--- config.mk ---
export PLATFORM = sky130hd
export DESIGN_NAME = spart_rx
export DESIGN_NICKNAME = d
export VERILOG_FILES = /design/src/rtl/spart_rx.sv
export SDC_FILE = /design/constraint.sdc
export NUM_CORES = 1
export LEC_CHECK = 0
export BUFFER_PORTS_ARGS = -buffer_cell sky130_fd_sc_hd__buf_2
export CAP_MARGIN = 20
export CORE_UTILIZATION = 40
export CTS_CLUSTER_DIAMETER = 150
export DETAILED_ROUTE_END_ITERATION = 10
export PLACE_DENSITY = 0.65
export SYNTH_ARGS = -nofsm -noshare
export SYNTH_HDL_FRONTEND = slang
export SYNTH_SLANG_ARGS = --single-unit
--- constraint.sdc ---
create_clock -name clk -period 3.1 [get_ports clk]
set_input_delay 0.31 -clock clk [delete_from_list [all_inputs] [get_ports clk]]
set_output_delay 0.31 -clock clk [all_outputs]
set_load 0.05 [all_outputs]
--- src/rtl/spart_rx.sv ---
// spart_rx: receive half of the SPART.
// Oversamples the 8N1 serial line on the shared baud tick, reassembles bytes
// LSB first and presents them to the bus with rda / framing_err / overrun.
//
// Bus handshake: rda is the "valid" flag for rx_data. The bus acknowledges a
// byte by pulsing clr_rda for one cycle; rda, framing_err and overrun drop on
// the following clk edge. A byte completing in the same cycle as clr_rda takes
// priority, so the new byte is never lost.
//
// state_dbg encoding: 0 IDLE, 1 START, 2 DATA, 3 STOP, 4 BREAK.

module spart_rx #(
    parameter int OVERSAMPLE = 16
) (
    input  logic       clk,
    input  logic       rst,
    input  logic       baud_clk,
    input  logic       rxd,
    input  logic       clr_rda,
    output logic [7:0] rx_data,
    output logic       rda,
    output logic       framing_err,
    output logic       overrun,
    output logic [2:0] state_dbg
);

    localparam int TW = $clog2(OVERSAMPLE);

    // Tick count that marks the middle of the start bit, counted from the
    // tick that first saw the line low.
    localparam logic [TW-1:0] HALF_LAST = TW'(OVERSAMPLE / 2 - 1);
    // Tick count that marks one full bit period after the previous sample.
    localparam logic [TW-1:0] BIT_LAST  = TW'(OVERSAMPLE - 1);
    localparam logic [TW-1:0] TICK_ONE  = TW'(1);

    typedef enum logic [2:0] {
        S_IDLE  = 3'd0,
        S_START = 3'd1,
        S_DATA  = 3'd2,
        S_STOP  = 3'd3,
        S_BREAK = 3'd4
    } state_t;

    state_t          state_q, state_d;
    logic            rxd_meta_q, rxd_meta_d;
    logic            rxd_sync_q, rxd_sync_d;
    logic [TW-1:0]   tick_cnt_q, tick_cnt_d;
    logic [3:0]      bit_cnt_q, bit_cnt_d;
    logic [7:0]      shift_q, shift_d;
    logic [7:0]      rx_data_q, rx_data_d;
    logic            rda_q, rda_d;
    logic            framing_err_q, framing_err_d;
    logic            overrun_q, overrun_d;
    logic            rxd_s;

    assign rxd_s = rxd_sync_q;

    // Next-state logic: synchronizer, bus acknowledge, and the bit-level FSM.
    always_comb begin
        rxd_meta_d    = rxd;
        rxd_sync_d    = rxd_meta_q;
        state_d       = state_q;
        tick_cnt_d    = tick_cnt_q;
        bit_cnt_d     = bit_cnt_q;
        shift_d       = shift_q;
        rx_data_d     = rx_data_q;
        rda_d         = rda_q;
        framing_err_d = framing_err_q;
        overrun_d     = overrun_q;

        // Acknowledge from the bus; a completion below overrides it.
        if (clr_rda) begin
            rda_d         = 1'b0;
            framing_err_d = 1'b0;
            overrun_d     = 1'b0;
        end

        if (baud_clk) begin
            case (state_q)
                S_IDLE: begin
                    if (!rxd_s) begin
                        state_d    = S_START;
                        tick_cnt_d = '0;
                    end
                end

                S_START: begin
                    if (tick_cnt_q == HALF_LAST) begin
                        tick_cnt_d = '0;
                        if (!rxd_s) begin
                            state_d   = S_DATA;
                            bit_cnt_d = 4'd0;
                        end else begin
                            // Line came back high before mid start bit: noise.
                            state_d = S_IDLE;
                        end
                    end else begin
                        tick_cnt_d = tick_cnt_q + TICK_ONE;
                    end
                end

                S_DATA: begin
                    if (tick_cnt_q == BIT_LAST) begin
                        // New bit enters at the top so LSB-first data ends aligned.
                        shift_d    = {rxd_s, shift_q[7:1]};
                        bit_cnt_d  = bit_cnt_q + 4'd1;
                        tick_cnt_d = '0;
                        if (bit_cnt_q == 4'd7) begin
                            state_d = S_STOP;
                        end
                    end else begin
                        tick_cnt_d = tick_cnt_q + TICK_ONE;
                    end
                end

                S_STOP: begin
                    if (tick_cnt_q == BIT_LAST) begin
                        tick_cnt_d    = '0;
                        rx_data_d     = shift_q;
                        rda_d         = 1'b1;
                        framing_err_d = !rxd_s;
                        // Previous byte unread and not being read right now.
                        overrun_d     = overrun_d | (rda_q & ~clr_rda);
                        state_d       = rxd_s ? S_IDLE : S_BREAK;
                    end else begin
                        tick_cnt_d = tick_cnt_q + TICK_ONE;
                    end
                end

                S_BREAK: begin
                    // Wait out a held-low line so it reports only one byte.
                    if (rxd_s) begin
                        state_d = S_IDLE;
                    end
                end

                default: begin
                    state_d    = S_IDLE;
                    tick_cnt_d = '0;
                    bit_cnt_d  = 4'd0;
                end
            endcase
        end
    end

    // State register with synchronous reset; synchronizer resets to idle-high.
    always_ff @(posedge clk) begin
        if (rst) begin
            state_q       <= S_IDLE;
            rxd_meta_q    <= 1'b1;
            rxd_sync_q    <= 1'b1;
            tick_cnt_q    <= '0;
            bit_cnt_q     <= 4'd0;
            shift_q       <= 8'h00;
            rx_data_q     <= 8'h00;
            rda_q         <= 1'b0;
            framing_err_q <= 1'b0;
            overrun_q     <= 1'b0;
        end else begin
            state_q       <= state_d;
            rxd_meta_q    <= rxd_meta_d;
            rxd_sync_q    <= rxd_sync_d;
            tick_cnt_q    <= tick_cnt_d;
            bit_cnt_q     <= bit_cnt_d;
            shift_q       <= shift_d;
            rx_data_q     <= rx_data_d;
            rda_q         <= rda_d;
            framing_err_q <= framing_err_d;
            overrun_q     <= overrun_d;
        end
    end

    assign rx_data     = rx_data_q;
    assign rda         = rda_q;
    assign framing_err = framing_err_q;
    assign overrun     = overrun_q;
    assign state_dbg   = state_q;

endmodule

* Yosys cells after proc, flatten, opt, wreduce, memory -nomap -nowiden *
Cells that the tools add are included.

storage, ports and cells
  register bits after elaboration = 32
  latch bits = 0
  bits in writable memories = 0
  memory bits (read-only) = 0
  input port bits = 5
  memories kept = 0

operators by class
  add/subtract/negate cells = 2
  multipliers = 0
  div/mod/pow operators = 0
  order comparisons = 0
  equality and inequality tests = 14
  shifts and indexed selects = 0
  multiplexer cells = 28
  bitwise operators = 5
  reduce and logical (&&, ||, !) cells = 9

operators with widths
  operator                                             count
  2-to-1 mux 3 bit                                     7
  2-to-1 mux 4 bit                                     5
  case mux 4 bit (4 select lines)                      1
  case mux 3 bit (5 select lines)                      1
  inequality test 2 bit, second input constant         7
  2-to-1 mux 1 bit                                     12
  case mux 4 bit (3 select lines)                      1
  AND reduction 3 bit                                  3
  adder 4 x 1 -> 4 bit, second input constant          2
  equality test 4 x 3 -> 1 bit, second input constant  2
  AND reduction 7 bit                                  1
  equality test 3 x 2 -> 1 bit, second input constant  2
  AND reduction 5 bit                                  1
  equality test 4 bit, second input constant           1
  equality test 3 x 1 -> 1 bit, second input constant  1
  equality test 3 bit, second input constant           1
  logical NOT 3 bit                                    1
  inverter 1 bit                                       3
  OR reduction 3 bit                                   1
  2-to-1 mux 2 bit                                     1
  OR reduction 2 bit                                   1
  bitwise AND 1 bit                                    1
  logical NOT 1 bit                                    1
  bitwise OR 1 bit                                     1

* Longest topological paths before layout *
  depth in word-level cells = 6
  gate-level depth with buffers = 6
  mapped depth without buffers = 5

* Least setup slack after synthesis *
No wires, ideal clock.

  path type = register -> register
  from = register state_q[1] (netlist: state_dbg[1])
  to = register rx_data_q[0] (netlist: rx_data[0])
  library setup time = 0.128 ns
  data arrival time = 1.702 ns
  setup slack = 1.270 ns
  stages on the path, launching flop included = 7
  buffers on the path = 2
  cells stage by stage = dfxtp_1 buf_4 nand2b_4 nor4_4 buf_6 mux2i_1 nor2_1

on the way
  cells in the longest elaborated chain, start to end = 2

RTL lines
  element                               line  text
  start: declaration                    44    state_t state_q, state_d;
  start signal: assignment              160   state_q <= state_d;
  equality test 3 x 2 -> 1 bit          79    case (state_q)
  AND reduction 3 bit (no source line)  -
  end signal: assignment                166   rx_data_q <= rx_data_d;
  end: declaration                      50    logic [7:0] rx_data_q, rx_data_d;

No other way between the ends.
A chain may end at the register's enable or synchronous reset.

* Worst setup path after layout *
  from = register tick_cnt_q[0]
  to = register framing_err_q (netlist: framing_err)

on the way
  cells in the longest elaborated chain, start to end = 4

RTL lines
  element                   line  text
  start: declaration        47    logic [TW-1:0] tick_cnt_q, tick_cnt_d;
  start signal: assignment  163   tick_cnt_q <= tick_cnt_d;
  equality test 4 bit       117   if (tick_cnt_q == BIT_LAST) begin
  2-to-1 mux 1 bit          117
  2-to-1 mux 1 bit          79
  2-to-1 mux 1 bit          78    if (baud_clk) begin
  end signal: assignment    168   framing_err_q <= framing_err_d;
  end: declaration          52    logic framing_err_q, framing_err_d;

No other way between the ends.

==> metrics.yaml <==
final_layout:
  syn_to_final_growth_pct: 12.5
  n_fill_cell: 329
  n_antenna_cell: 0
  drive_gt1_share_pct: 21.7
  nNetsFinal: 172
clock_tree:
  clock_sinks: 32
  cts-resized-gates: 0
  clkTransAtPathRegs_ps: 60
  cts_htree_levels: 2
  cts_buffers: 5
  clock_latency_ps: 290
  clock_path_buffers: 2
  cts_hold_buf: 0
  root_buffer: "clkbuf_8"
  cts_setup_buffers: 0
  cts_tree: "built"
yosys:
  synth-async-reset-ratio_pct: 0
  syn_area_um2: 1480
  synth_cell_types: 45
  yosysSeqAreaShare_pct: 43.4
  ys.flop_type: "dfxtp_1"
  yosys_warnings: 0
  synth_seq_cells: 32
  synth_fp_nets: 158
  synth_cells: 151
  syn_avg_cell_area_um2: 9.78
  synth_edf_count: 0
hold_path:
  holdPathEnd: "rxd_meta_q"
  hold-path-cell-count: 2
  min_path_type: "input port to flop"
  hold_path.startpoint: "rxd"
global_route:
  overflow: 0
  antenna_found_initial: 0
  grt_pass1_wl_um: 4690
  first_global_vias: 1060
  grt_max_degree: 38
  gr-usage-all-layers_pct: 15.7
die:
  die_w_um: 62.8
  ios: 19
  initial_core_util_pct: 42.9
  coreArea_um2: 3440
  die_h_um: 62.8
  die_area_um2: 3940
  placementRows: 21
job:
  maxCapViolCount: 0
routing:
  drtIter0Drc: 43
  drc: 0
  drt-vias-per-instance: 5.18
  dr.pass1.iters: 4
  post_drt_wl_per_cell_um: 12.7
  ant_nets: 0
  wl_um: 2690
  via_count: 1099
timing:
  rsz0062_at_grt: "no"
  finClkSkew_ps: 7.02
  fin_tns_setup_ps: 0
  setup-violations-final: 0
  worst_slew_pin_slew_ps: 900
  hold_ws_ps: 200
  fmax_mhz: 471
  max_slew_margin_pct: 39.6
  hold_viol: 0
  final_max_slew_viol_count: 0
  period_share_pct: 68.5
  fin_crit_ps: 2120
pwr:
  p_int_w: 0.000657
  p_seq_share_pct: 50.3
  p_sw_w: 0.000168
  peakVddDrop_mv: 0.310
  power_frac_comb_pct: 2.6
  clock_power_share_pct: 47.2
  swShare_pct: 20.4
  p_leak_nw: 0.634
  p_per_area_nw_per_um2: 497
setup_path:
  start_kind: "flop"
  crit_arrival_ps: 2340
  rrSetupSlack_ps: 980
  crit_type: "flop to flop"
  cp_max_fo: 12
  reg2reg_to: "framing_err"
  endpoint_kind: "flop"
  worstReg2RegStart: "tick_cnt_q[0]"
  critPathLaunch: "tick_cnt_q[0]"
  reg2reg_depth: 5
  worstPathRequired_ps: 3320
place:
  io_buffers: 18
  dp_hpwl_um: 1790
  place_congestion: 0.767
status:
  status: "finished, final reports clean"
metrics by stage:
step | power, W | cells | area [um2] | setup slack (ps) | utilization, %
global placement | 0.000445 | 204 | 1550 | 1090 | 45.1
CTS | 0.000837 | 212 | 1660 | 958 | 48.2
floorplan | 0.000441 | 151 | 1480 | 1270 | -
global route | 0.000858 | 212 | 1660 | 804 | 48.2
detailed placement | 0.000446 | 204 | 1550 | 990 | 45.1
finish | 0.000826 | 212 | 1660 | 976 | 48.2
state kept, by name, summed over array words and instances (netlist names):
signal / flops
overrun: 1
rx_data: 8
rxd_meta_q: 1
shift_q: 8
framing_err: 1
state_dbg: 3
rda: 1
tick_cnt_q: 4
bit_cnt_q: 4
rxd_s: 1
synthesized netlist by cell type (2+ instances only):
cell	number	area (um2)
o21ai_1	3	15.0
buf_2	3	15.0
o31ai_1	2	15.0
nand3_1	3	15.0
or2_1	3	18.8
nor3_1	4	20.0
dfxtp_1	32	641
a21oi_1	8	40.0
mux2i_1	17	170
o21ai_0	2	10.0
nand3b_1	2	15.0
clkbuf_1	4	15.0
nor2_1	26	97.6
nand4bb_1	2	22.5
nand2_1	6	22.5
ha_1	2	25.0
a211oi_2	2	25.0
buf_6	3	33.8
power groups by stage:
stage          logic (W)  registers (W)  clock network (W)
5_1_grt        0.0000236       0.000415           0.000419
3_5_place_dp   0.0000212       0.000424                  0
4_1_cts        0.0000212       0.000415           0.000401
2_1_floorplan  0.0000163       0.000424                  0
3_3_place_gp   0.0000206       0.000424                  0
6_report       0.0000212       0.000415           0.000389
metal layers:
layer / routed length (um) / global-route usage, % / up-vias
li1: - / - / 556
met1: 1270 / 17.9 / 511
met2: 1200 / 24.7 / 22
met3: 115 / 4.20 / 10
met4: 99 / 12.2 / 0
met5: 0 / 0 / -
final cells by class:
| cell class | instances | area, um2 | share of cell area [%] |
|---|---|---|---|
| Multi-Input combinational cell | 107 | 761 | 45.8 |
| Sequential cell | 32 | 641 | 38.6 |
| Timing Repair Buffer | 18 | 90.1 | 5.43 |
| Clock buffer | 6 | 72.6 | 4.37 |
| Tap cell | 46 | 57.6 | 3.47 |
| Clock inverter | 2 | 35.0 | 2.11 |
| Inverter | 1 | 3.75 | 0.226 |
cell usage in the layout (no fill, tap or decap), drive strengths merged, types with 2 or more instances in the layout:
cell type,count
nand3,3
nand4,2
a21oi,9
nand4bb,2
clkbuf,6
nand3b,2
a211oi,2
nor3,5
mux2i,17
buf,18
or2,3
o31ai,2
o21ai,5
or3b,2
ha,2
nor2,27
nand2b,2
dfxtp,32
nand2,6
worst max-delay path by stage:
stage	end	slack [ps]	cells past startpoint
floorplan	rx_data[0]	1270	6
global placement	framing_err	1090	5
detailed placement	framing_err	990	4
CTS	framing_err	960	5
global route	framing_err	800	5
finish	framing_err	980	5
logic make-up after synthesis:
group                      after synthesis  share of synthesized area, %
adders and majority gates                2                          1.69
and+or+nand+nor                         61                          24.6
AOI/OAI and AO/OA                       25                          11.9
buffers and inverters                   12                          5.08
xor gates and xnor gates                 1                          1.10
DFF                                     32                          43.4
muxes                                   18                          12.3
worst max-delay path, stage by stage (launching register included):
cell	delay (ps)
dfxtp_1	370
ha_1	260
nand2_1	150
nor4_4	820
mux2_1	380
nor2_1	80
Power figures use the tool's default switching activity.
